File: src/rtl/jk_bank_scheduler.sv
// Shared bank of WIDTH JK cells fed by NREQ requesters through a round-robin
// arbiter with grant lock and a one-deep command stage gated by apply_en.
module jk_bank_scheduler #(
   parameter int NREQ  = 4,
   parameter int WIDTH = 8,
   parameter int IDW   = 2
) (
   input  logic                  clk,
   input  logic                  reset,
   input  logic [NREQ-1:0]       req_valid,
   output logic [NREQ-1:0]       req_ready,
   input  logic [NREQ*WIDTH-1:0] req_j,
   input  logic [NREQ*WIDTH-1:0] req_k,
   input  logic [NREQ-1:0]       req_lock,
   input  logic                  apply_en,
   output logic [WIDTH-1:0]      q,
   output logic                  done_valid,
   output logic [IDW-1:0]        done_id,
   output logic [15:0]           apply_cnt
);
   logic [WIDTH-1:0] q_reg;
   logic [WIDTH-1:0] q_next;
   logic [WIDTH-1:0] stage_j_reg;
   logic [WIDTH-1:0] stage_k_reg;
   logic [IDW-1:0]   stage_id_reg;
   logic             stage_valid_reg;
   logic [IDW-1:0]   rr_ptr_reg;
   logic [IDW-1:0]   lock_id_reg;
   logic             lock_active_reg;
   logic             done_valid_reg;
   logic [IDW-1:0]   done_id_reg;
   logic [15:0]      apply_cnt_reg;

   logic             grant_valid;
   logic [IDW-1:0]   grant_id;
   logic [IDW-1:0]   cand;
   logic             can_accept;
   logic             accept;
   logic             apply;
   logic [WIDTH-1:0] j_arr [NREQ];
   logic [WIDTH-1:0] k_arr [NREQ];

   genvar gi;
   generate
      for (gi = 0; gi < NREQ; gi++) begin : g_unpack
         assign j_arr[gi] = req_j[gi*WIDTH +: WIDTH];
         assign k_arr[gi] = req_k[gi*WIDTH +: WIDTH];
      end
      // JK characteristic per cell: 00 hold, 01 clear, 10 set, 11 toggle
      for (gi = 0; gi < WIDTH; gi++) begin : g_cell
         assign q_next[gi] = stage_j_reg[gi] ? (stage_k_reg[gi] ? ~q_reg[gi] : 1'b1)
                                             : (stage_k_reg[gi] ? 1'b0 : q_reg[gi]);
      end
   endgenerate

   // A live lock wins; otherwise search upward from the last granted requester.
   always_comb begin
      grant_valid = 1'b0;
      grant_id    = '0;
      cand        = '0;
      if (lock_active_reg && req_valid[lock_id_reg]) begin
         grant_valid = 1'b1;
         grant_id    = lock_id_reg;
      end else begin
         for (int off = 1; off <= NREQ; off++) begin
            cand = IDW'((int'(rr_ptr_reg) + off) % NREQ);
            if (!grant_valid && req_valid[cand]) begin
               grant_valid = 1'b1;
               grant_id    = cand;
            end
         end
      end
   end

   assign can_accept = !stage_valid_reg || apply_en;
   assign apply      = stage_valid_reg && apply_en;
   assign accept     = reset && grant_valid && can_accept;

   always_comb begin
      req_ready = '0;
      if (accept) req_ready[grant_id] = 1'b1;
   end

   always_ff @(posedge clk or negedge reset) begin
      if (!reset) begin
         q_reg           <= '0;
         stage_j_reg     <= '0;
         stage_k_reg     <= '0;
         stage_id_reg    <= '0;
         stage_valid_reg <= 1'b0;
         rr_ptr_reg      <= IDW'(NREQ - 1);
         lock_id_reg     <= '0;
         lock_active_reg <= 1'b0;
         done_valid_reg  <= 1'b0;
         done_id_reg     <= '0;
         apply_cnt_reg   <= '0;
      end else begin
         done_valid_reg <= apply;
         if (apply) begin
            q_reg       <= q_next;
            done_id_reg <= stage_id_reg;
            if (apply_cnt_reg != 16'hFFFF) apply_cnt_reg <= apply_cnt_reg + 16'd1;
         end
         if (accept) begin
            stage_j_reg     <= j_arr[grant_id];
            stage_k_reg     <= k_arr[grant_id];
            stage_id_reg    <= grant_id;
            stage_valid_reg <= 1'b1;
            rr_ptr_reg      <= grant_id;
            lock_active_reg <= req_lock[grant_id];
            lock_id_reg     <= grant_id;
         end else begin
            if (apply) stage_valid_reg <= 1'b0;
            // a locked requester that withdraws gives up its lock
            if (lock_active_reg && !req_valid[lock_id_reg]) lock_active_reg <= 1'b0;
         end
      end
   end

   assign q          = q_reg;
   assign done_valid = done_valid_reg;
   assign done_id    = done_id_reg;
   assign apply_cnt  = apply_cnt_reg;
endmodule

File: config.mk
export PLATFORM = sky130hd
export DESIGN_NAME = jk_bank_scheduler
export DESIGN_NICKNAME = d
export VERILOG_FILES = /design/src/rtl/jk_bank_scheduler.sv
export SDC_FILE = /design/constraint.sdc
export NUM_CORES = 1
export LEC_CHECK = 0
export BUFFER_PORTS_ARGS = -buffer_cell sky130_fd_sc_hd__buf_2
export CORE_MARGIN = 5
export CORE_UTILIZATION = 55
export CTS_BUF_LIST = sky130_fd_sc_hd__clkbuf_4 sky130_fd_sc_hd__clkbuf_8
export DETAILED_ROUTE_END_ITERATION = 7
export GPL_TIMING_DRIVEN = 0
export PLACE_DENSITY = 0.85
export SLEW_MARGIN = 20
export SYNTH_ARGS = -nofsm -noshare
export SYNTH_HDL_FRONTEND = slang
export SYNTH_SLANG_ARGS = --single-unit
File: constraint.sdc
create_clock -name clk -period 5.4 [get_ports clk]
set_input_delay 1.62 -clock clk [delete_from_list [all_inputs] [get_ports clk]]
set_output_delay 1.62 -clock clk [all_outputs]
set_load 0.005 [all_outputs]
==> results of run 1 <==
[report_power, final]
| part | internal [mW] | switching (mW) |
|---|---|---|
| registers | 0.508 | 0.107 |
| logic | 0.388 | 0.462 |
| clock network | 0.104 | 0.122 |
| total | 1.00 | 0.691 |
[per-stage QoR]
step	setup TNS, ns	area, um^2
after floorplan	0	2920
after global placement	0	3530
after detailed placement	-0.00533	3530
after CTS	0	3630
after global routing	0	3630
final	0	3630
[final cells by class]
| class | count | area (um^2) |
|---|---|---|
| well taps | 70 | 87.6 |
| multi-input cells | 210 | 1570 |
| inverters | 5 | 18.8 |
| plain buffers | 15 | 105 |
| flip-flops and latches | 49 | 1230 |
| clock buffers | 6 | 82.6 |
| repair buffers | 105 | 528 |
| clock inverters | 2 | 13.8 |
| fillers | 428 | 1510 |
[Yosys cell counts, types with 2 or more instances]
cell,count,area share (%)
dfrtp_1,47,40
nor2_1,30,3.9
a211oi_2,27,12
nand2_1,22,2.8
mux2i_1,18,6.2
a21boi_0,17,4.4
a21oi_1,12,2.1
a31oi_1,8,1.7
xnor2_1,8,2.4
clkbuf_1,7,0.90
nor3_1,7,1.2
xor2_1,7,2.1
a211oi_1,6,1.5
nand4_1,6,1.3
inv_1,5,0.64
and3_1,4,0.86
nand3_1,4,0.69
buf_6,3,1.2
nand2b_1,3,0.64
o21a_1,3,0.77
a21oi_2,2,0.60
buf_2,2,0.34
buf_4,2,0.51
dfstp_2,2,1.8
nand2_4,2,0.77
nor3b_1,2,0.51
nor4_1,2,0.43
or2_2,2,0.43
[per-layer routing]
metal  GRT usage (%)  share of wire, %  wire length, um
met1            29.1                43             3120
met2            35.0                48             3550
met3            4.46               6.8              494
met4            7.88               2.0              149
met5               0                 0                0
[critical path: cells and delay by family]
kind / cells / cell delay [ns]
AO/OA/AOI/OAI: 1 / 0.32
AND/OR/NAND/NOR: 3 / 0.53
buffers and inverters: 3 / 0.84
[cell families (layout without fill, tap and decap cells)]
logic type      after synthesis  in the layout  share of synthesized area [%]
flops                        49             49                           42.1
simple gates                 93             93                           16.1
mux                          19             19                           6.56
fa+ha+maj                     1              1                          0.429
compound gates               82             82                           26.1
xor+xnor                     15             15                           4.50
buf+inv                      20            133                           4.24
[worst max path at each step]
stage,to,slack [ns],depth (start not counted)
after floorplan,req_ready[3],0.85,6
after global placement,req_ready[2],0.02,7
after detailed placement,req_ready[2],-0.005,7
after CTS,req_ready[2],0.41,7
after global routing,req_ready[2],0.20,7
final,req_ready[2],0.44,7
[timing repair]
item / CTS / global route
setup endpoints to repair: 1 / 0
resized for setup: 1 / 0
hold buffers: 0 / 0
endpoints found under the hold margin: 0 / 0
==> metrics.md, run 1 <==
| Metric | Value |
|---|---|
| Outcome | finished clean |
| RSZ-0062 raised after global routing | false |
| Io pins | 106 |
| Inserted Diodes | 0 |
| Clock H-tree levels | 2 |
| Routability cong. | 0.821 |
| Setup Buffers After CTS | 0 |
| Placement Setup Slack | -0.00533 ns |
| Most common cell after layout, fill and taps aside | buf_2 |
| CTS tree | done |
| Worst Setup Start Kind | input pin |
| Fin Clk Skew | around 0.012 ns |
| Seq/Total Area, Yosys | around 42% |
| Core Footprint | 5140 um^2 |
| Worst Setup Slack, final | 0.444 ns |
| CTS root buffer | clkbuf_8 |
| Synth Register Bits | 49 |
| Largest net degree at the start of global routing | 53 |
| CP most frequent cell | buf_4 |
| Antenna violations before repair | 0 |
| Power density cells | approximately 470 nW/um^2 |
| Worst R2R Setup Slack | about 3.2 ns |
| Hold slack | 0.474 ns |
| Yosys cell types | 47 |
| Utilization after layout | 70.6% |
| CP peak stage delay | roughly 0.5 ns |
| Detailed Route WL | about 7300 um |
| Commonest non-fill, non-tap cells in the layout | buf_2 (106), dfrtp_1 (47), nor2_1 (30) |
| Initial Util | 56.8% |
| Final hold viol count | 0 |
| 1st-iter DRT viols | about 100 |
| First-pass DRT Iterations | 5 |
| Tot GR Track Use | 21.7% |
| Number of synthesized flops with an enable pin | 0 |
| Synthesized cell area | 2920 um^2 |
| Global-route wire length before repair | 12300 um |
| R2R depth | 7 |
| Critical path type | input pin to output port |
| Crit path max fanout | 52 |
| Grt total ovfl | 0 |
| Hold path endpoint | q[5] |
| Leakage | between 1.5 and 2 nW |
| Die Wd | ~83 um |
| Residual DRC | 0 |
| Final antenna-violating net count | 0 |
| Crit. End Element | output port |
| Placed wire-length estimate | between 5000 and 6000 um |
| Tot Pwr | 1.69 mW |
| Post-synth top flop | dfrtp_1 |
| Max Clk Rate | roughly 0.2 GHz |
| Clk slew on worst S/H paths | ~0.090 ns |
| Setup crit start | reset |
| VDD IR max | ~0.32 mV |
| WL/cell | around 16 um |
| Slowest CP cell | buf_4 |
| Via count | between 2000 and 3000 |
| Worst Path Arrival | about 3.3 ns |
| Fin cells | 462 |
| Clock buffer depth | 2 |
| Number of port buffers | 105 |
| Share of layout cells above drive strength 1 | 41.8% |
| Fraction of registers with async set/reset | 100% |
| Hold WC Path Type | register to register |
| Synth Instances | 279 |
| Syn avg cell area | around 10 um^2 |
| Num rows | 26 |
| Final setup fails | 0 |
| Post-route minimum period | 4.96 ns |
| Sink Count | 49 |
| Mapped Nets | ~360 |
| Worst skew pair latency | 0.31 ns |
| Final nets | between 400 and 500 |
| Max-cap violations | 0 |
| Average vias per placed instance | between 5 and 6 |
| P&R area growth vs syn | 24.4% |
| Placed cells | 454 |
| Vias in the first global route | 2565 |
| Rel. slew slack | 58.9% |
| Hold path startpoint | stage_k_reg[5] |
| Worst-Margin Slew | 0.616 ns |
| RR Startpoint | rr_ptr_reg[1] |
| Die area | slightly below 7000 um^2 |
| Max FFs per register | 16 |
| Tcrit/Tclk final | just over 90% |
| CTS buffer count | 5 |
| Ys Warns | 0 |
| Slew Viols, Final | 0 |
| FF-to-FF End | stage_k_reg[7] |
| Sequence of cells on the critical path | buf_4, nand3_2, a21oi_1, nand2_4, buf_4, nor2_1, buf_2 |
| WP data required | ~3.8 ns |
| Hold Path Stages | 1 |
| Die height | slightly above 80 um |
(Power assumes the default switching activity.)
==> run 2, diff against run 1 <==
--- a/config.mk
+++ b/config.mk
@@ -10,9 +10,9 @@
 export CORE_UTILIZATION = 55
 export CTS_BUF_LIST = sky130_fd_sc_hd__clkbuf_4 sky130_fd_sc_hd__clkbuf_8
 export DETAILED_ROUTE_END_ITERATION = 7
+export GPL_ROUTABILITY_DRIVEN = 0
 export GPL_TIMING_DRIVEN = 0
-export PLACE_DENSITY = 0.85
-export SLEW_MARGIN = 20
+export PLACE_DENSITY_LB_ADDON = 0.3
 export SYNTH_ARGS = -nofsm -noshare
 export SYNTH_HDL_FRONTEND = slang
 export SYNTH_SLANG_ARGS = --single-unit
==> run 2 against run 1 <==
Effect of this change: utilization fell by 0.097 points; critical path type unchanged; clock power is 3% lower; first-iteration DRC count is 30% higher; clock-buffer cell count did not move; worst setup slack got worse by 0.036 ns.
==> metrics.md, run 2 (same netlist as run 1, synthesis figures left out) <==
| Metric | Value |
|---|---|
| Average vias per placed instance | approximately 5.6 |
| Die height | 82.9 um |
| Worst Setup Start Kind | input pin |
| Post-route minimum period | 4.99 ns |
| Cts hold-fix bufs | 0 |
| Cts repair resizes | 1 |
| Antenna violations before repair | 0 |
| First-pass DRT Iterations | 4 |
| Worst Path Arrival | ~3.4 ns |
| Final nets | 467 |
| Max-cap violations | 0 |
| Worst-Margin Slew | 0.630 ns |
| Max Clk Rate | 0.200 GHz |
| Leakage | about 1.7 nW |
| Inserted Diodes | 0 |
| 1st-iter DRT viols | between 100 and 150 |
| Commonest non-fill, non-tap cells in the layout | buf_2 (106), dfrtp_1 (47), nor2_1 (30) |
| Critical path type | input pin to output port |
| Final hold viol count | 0 |
| Via count | between 2000 and 3000 |
| Met1 GRT Util | slightly below 30% |
| Largest net degree at the start of global routing | between 50 and 60 |
| Hold slack | roughly 0.47 ns |
| Slew Viols, Final | 0 |
| Gr busiest metal | met2 |
| Clk slew on worst S/H paths | roughly 0.080 ns |
| Share of layout cells above drive strength 1 | 41.8% |
| Clock buffer depth | 2 |
| Clock H-tree levels | 2 |
| Met2 usage in global routing | a little over a third |
| Fin Clk Skew | 0.00661 ns |
| Hold WC Path Type | register to register |
| Final antenna-violating net count | 0 |
| Tot GR Track Use | ~22% |
| CTS root buffer | clkbuf_8 |
| GR Util met3 | a little under 5% |
| Outcome | finished clean |
| Rel. slew slack | 58.0% |
| Grt total ovfl | 0 |
| CTS buffer count | 5 |
| Vias in the first global route | 2658 |
| Tcrit/Tclk final | slightly above 90% |
| Detailed Route WL | about 7400 um |
| Number of port buffers | approximately 110 |
| VDD IR max | roughly 0.35 mV |
| Crit. End Element | output port |
| Die area | around 6900 um^2 |
| Utilization after layout | a little over two thirds |
| Placed wire-length estimate | between 5000 and 6000 um |
| Setup Buffers After CTS | 0 |
| P&R area growth vs syn | 24.2% |
| Placed cells | ~450 |
| RSZ-0062 raised after global routing | false |
| Final setup fails | 0 |
| WL/cell | 16.0 um |
| Most common cell after layout, fill and taps aside | buf_2 |
| Multi-input logic area | around 1600 um^2 |
| Worst skew pair latency | a little over 0.3 ns |
| Crit path max fanout | 52 |
| Initial Util | 56.8% |
| WP data required | between 3 and 4 ns |
| Die Wd | about 83 um |
| Tot Pwr | 1.69 mW |
| Global-route wire length before repair | ~13000 um |
| Sink Count | around 50 |
| Power density cells | between 400 and 500 nW/um^2 |
| Filler cell count | approximately 420 |
| Num rows | 26 |
| Register area | ~1200 um^2 |
| Io pins | about 110 |
| Fin cells | 462 |
| CTS tree | done |
| Core Footprint | about 5100 um^2 |
| Max FFs per register | 16 |
| Finished Cell Area | between 3000 and 4000 um^2 |
| Residual DRC | 0 |
| Area of placed instances | approximately 3500 um^2 |
run 2: cell count changes in the layout (fill, tap and decap cells not counted):
| cell | delta |
|---|---|
| clkbuf_4 | +1 |
| clkbuf_8 | -1 |
| clkinv_4 | -1 |
| clkinvlp_4 | +2 |
| clkinv_2 | -1 |
run 2: area by class of cell:
cell class / count / area share [%]
buffer: 15 / 2.90
clock buffer: 6 / 2.10
tap: 70 / 2.42
sequential: 49 / 33.9
inverter: 5 / 0.518
timing repair buffer: 105 / 14.6
multi-input combinational: 210 / 43.2
clock inverter: 2 / 0.414
run 2: critical path: stages:
cell and delay (ns):
buf_4 0.49, and3_1 0.26, clkbuf_1 0.19, clkbuf_1 0.43, and3_1 0.24, buf_2 0.11
run 2: per-layer routing:
layer	vias to the layer above	share of wire (%)
met1	1229	44
met5	-	0
met3	10	7.3
met4	0	1.7
met2	106	47
li1	1241	-
run 2: path summary, 6_finish.rpt:
kind / startpoint / endpoint / slack, ns / cells past startpoint
min in group asynchronous: reset / apply_cnt[13] / 1.32 / 1
min: stage_k_reg[7] / q[7] / 0.47 / 1
max reg2reg: rr_ptr_reg[1] / stage_j_reg[5] / 3.10 / 7
max in group asynchronous: reset / stage_k_reg[2] / 3.65 / 1
max: reset / req_ready[0] / 0.41 / 6
min reg2reg: stage_k_reg[7] / q[7] / 0.47 / 1
run 2: power breakdown:
group / internal, mW / switching [mW] / leakage (nW) / total, mW
registers: 0.508 / 0.106 / 0.572 / 0.614
logic: 0.387 / 0.468 / 1.06 / 0.855
clock network: 0.0964 / 0.124 / 0.0408 / 0.220
run 2: through the flow:
step | TNS [ns] | setup slack [ns]
4_1_cts | 0 | 0.365
5_1_grt | 0 | 0.181
3_3_place_gp | 0 | 0.00207
6_report | 0 | 0.408
3_5_place_dp | -0.0561 | -0.0318
2_1_floorplan | 0 | 0.852
==> run 3, diff against run 2 <==
--- a/config.mk
+++ b/config.mk
@@ -11,7 +11,6 @@
 export CTS_BUF_LIST = sky130_fd_sc_hd__clkbuf_4 sky130_fd_sc_hd__clkbuf_8
 export DETAILED_ROUTE_END_ITERATION = 7
 export GPL_ROUTABILITY_DRIVEN = 0
-export GPL_TIMING_DRIVEN = 0
 export PLACE_DENSITY_LB_ADDON = 0.3
 export SYNTH_ARGS = -nofsm -noshare
 export SYNTH_HDL_FRONTEND = slang
==> run 3 against run 2 <==
Effect of this change: via count shrank 3.8%; clock power grew 24%; final area decreased by 1.8%; cell count decreased by 2.8%; largest power group unchanged; critical endpoint is now req_ready[1]; worst setup slack worse by 0.19 ns; non-clock buffer count shrank 13; critical path depth up 1; sequential share of layout area up 0.61 points; critical path type unchanged.
==> metrics.md, run 3 (same netlist as run 1, synthesis figures left out) <==
| Metric | Value |
|---|---|
| Leakage | approximately 1.7 nW |
| Met2 usage in global routing | between 30% and 40% |
| Die Wd | 82.9 um |
| Largest net degree at the start of global routing | 52 |
| Switching Fraction | between 30% and 40% |
| First-pass DRT Iterations | 4 |
| Num rows | 26 |
| Clock power share | between 15 and 20% |
| CTS buffer count | 5 |
| RSZ-0062 raised after global routing | false |
| Slew Viols, Final | 0 |
| Placed cells | between 400 and 500 |
| Average vias per placed instance | between 5 and 6 |
| Max-cap violations | 0 |
| Worst R2R Setup Slack | 2.73 ns |
| Cts repair resizes | 0 |
| RR Startpoint | lock_id_reg[0] |
| Final setup fails | 0 |
| R2R depth | 6 |
| TNS Setup | 0 ns |
| Sequential power share | between 30% and 40% |
| Hold WC Path Type | register to register |
| Tot Pwr | 1.66 mW |
| Clock H-tree levels | 2 |
| Met1 GRT Util | 29.7% |
| Hold path startpoint | stage_k_reg[6] |
| Inserted Diodes | 0 |
| Most common cell after layout, fill and taps aside | buf_2 |
| WL/cell | 16.0 um |
| Die area | 6860 um^2 |
| Final hold viol count | 0 |
| Crit path max fanout | 22 |
| Power density cells | 465 nW/um^2 |
| Initial Util | between 50% and 60% |
| Tcrit/Tclk final | 96.0% |
| Vias in the first global route | around 2500 |
| Max Clk Rate | about 0.19 GHz |
| Tot GR Track Use | about a fifth |
| Cts hold-fix bufs | 0 |
| Outcome | finished clean |
| Gr busiest metal | met2 |
| Placed wire-length estimate | 5420 um |
| Global-route wire length before repair | approximately 12000 um |
| Die height | 82.9 um |
| Worst Path Arrival | around 3.6 ns |
| Share of layout cells above drive strength 1 | about two fifths |
| CTS root buffer | clkbuf_8 |
| Io pins | about 110 |
| Sink Count | 49 |
| WP data required | 3.78 ns |
| Grt total ovfl | 0 |
| VDD IR max | around 0.29 mV |
| Commonest non-fill, non-tap cells in the layout | buf_2 (105), dfrtp_1 (47), nor2_1 (30) |
| Residual DRC | 0 |
| Worst-Margin Slew | between 0.9 and 1 ns |
| Detailed Route WL | 7200 um |
| Hold Path Stages | 1 |
| FF-to-FF End | stage_k_reg[3] |
| Post-route minimum period | around 5.2 ns |
| Max FFs per register | 16 |
| Worst skew pair latency | 0.30 ns |
| Clk slew on worst S/H paths | approximately 0.090 ns |
| Final antenna-violating net count | 0 |
| Core Footprint | around 5000 um^2 |
| Worst Setup Start Kind | input pin |
| Hold path endpoint | q[6] |
| Fin cells | roughly 450 |
| Critical path type | input pin to output port |
| Fin Clk Skew | between 0.004 and 0.005 ns |
| CTS tree | done |
| Number of port buffers | about 110 |
| P_int | about 0.99 mW |
| Rel. slew slack | a little over a third |
| Crit. End Element | output port |
| Comb power frac | a little under half |
| 1st-iter DRT viols | about 150 |
| Clock buffer depth | 2 |
| Via count | between 2000 and 2500 |
| Antenna violations before repair | 0 |
| P_sw | around 0.66 mW |
| Final nets | about 450 |
| Setup Buffers After CTS | 0 |
| GR Util met3 | between 5 and 6% |
| P&R area growth vs syn | 22.0% |
[run 3: final cells by class]
type / count / area, um^2
fillers: 412 / 1580
multi-input cells: 210 / 1570
flip-flops and latches: 49 / 1230
repair buffers: 107 / 541
clock buffers: 7 / 90.1
well taps: 70 / 87.6
clock inverters: 1 / 30.0
inverters: 5 / 18.8
[run 3: worst max-delay path by stage]
stage          slack, ns    startpoint           end
2_1_floorplan       0.85  req_valid[1]  req_ready[3]
3_3_place_gp        0.28  req_valid[1]  req_ready[1]
3_5_place_dp        0.24  req_valid[1]  req_ready[1]
4_1_cts             0.21  req_valid[1]  req_ready[1]
5_1_grt             0.09  req_valid[0]  req_ready[1]
6_report            0.22  req_valid[1]  req_ready[1]
[run 3: worst max-delay path, cell delays in order]
cell and delay (ns):
buf_2 0.14, and4bb_1 0.24, o311ai_4 0.68, and2_4 0.48
nand2_1 0.15, nor2_1 0.11, buf_2 0.12
[run 3: power groups by stage]
| stage | clock network (mW) | registers [mW] | logic (mW) |
|---|---|---|---|
| 2_1_floorplan | 0 | 0.599 | 0.623 |
| 3_3_place_gp | 0 | 0.630 | 0.739 |
| 5_1_grt | 0.294 | 0.650 | 0.829 |
| 4_1_cts | 0.279 | 0.628 | 0.763 |
| 6_report | 0.273 | 0.631 | 0.752 |
| 3_5_place_dp | 0 | 0.636 | 0.759 |
[run 3: layer usage]
layer | vias to the layer above | wire length, um
met1 | 1169 | 3240
met3 | 4 | 508
met5 | - | 0
met4 | 0 | 47
met2 | 94 | 3400
li1 | 1222 | -
[run 3: per-stage QoR]
stage	hold slack [ns]	setup slack, ns	utilization (%)	area, um^2
floorplan	0.428	0.852	-	2920
detailed placement	0.446	0.238	67.0	3440
global route	0.491	0.0933	69.3	3560
finish	0.461	0.217	69.3	3560
CTS	0.463	0.213	69.3	3560
global placement	0.441	0.278	67.0	3440
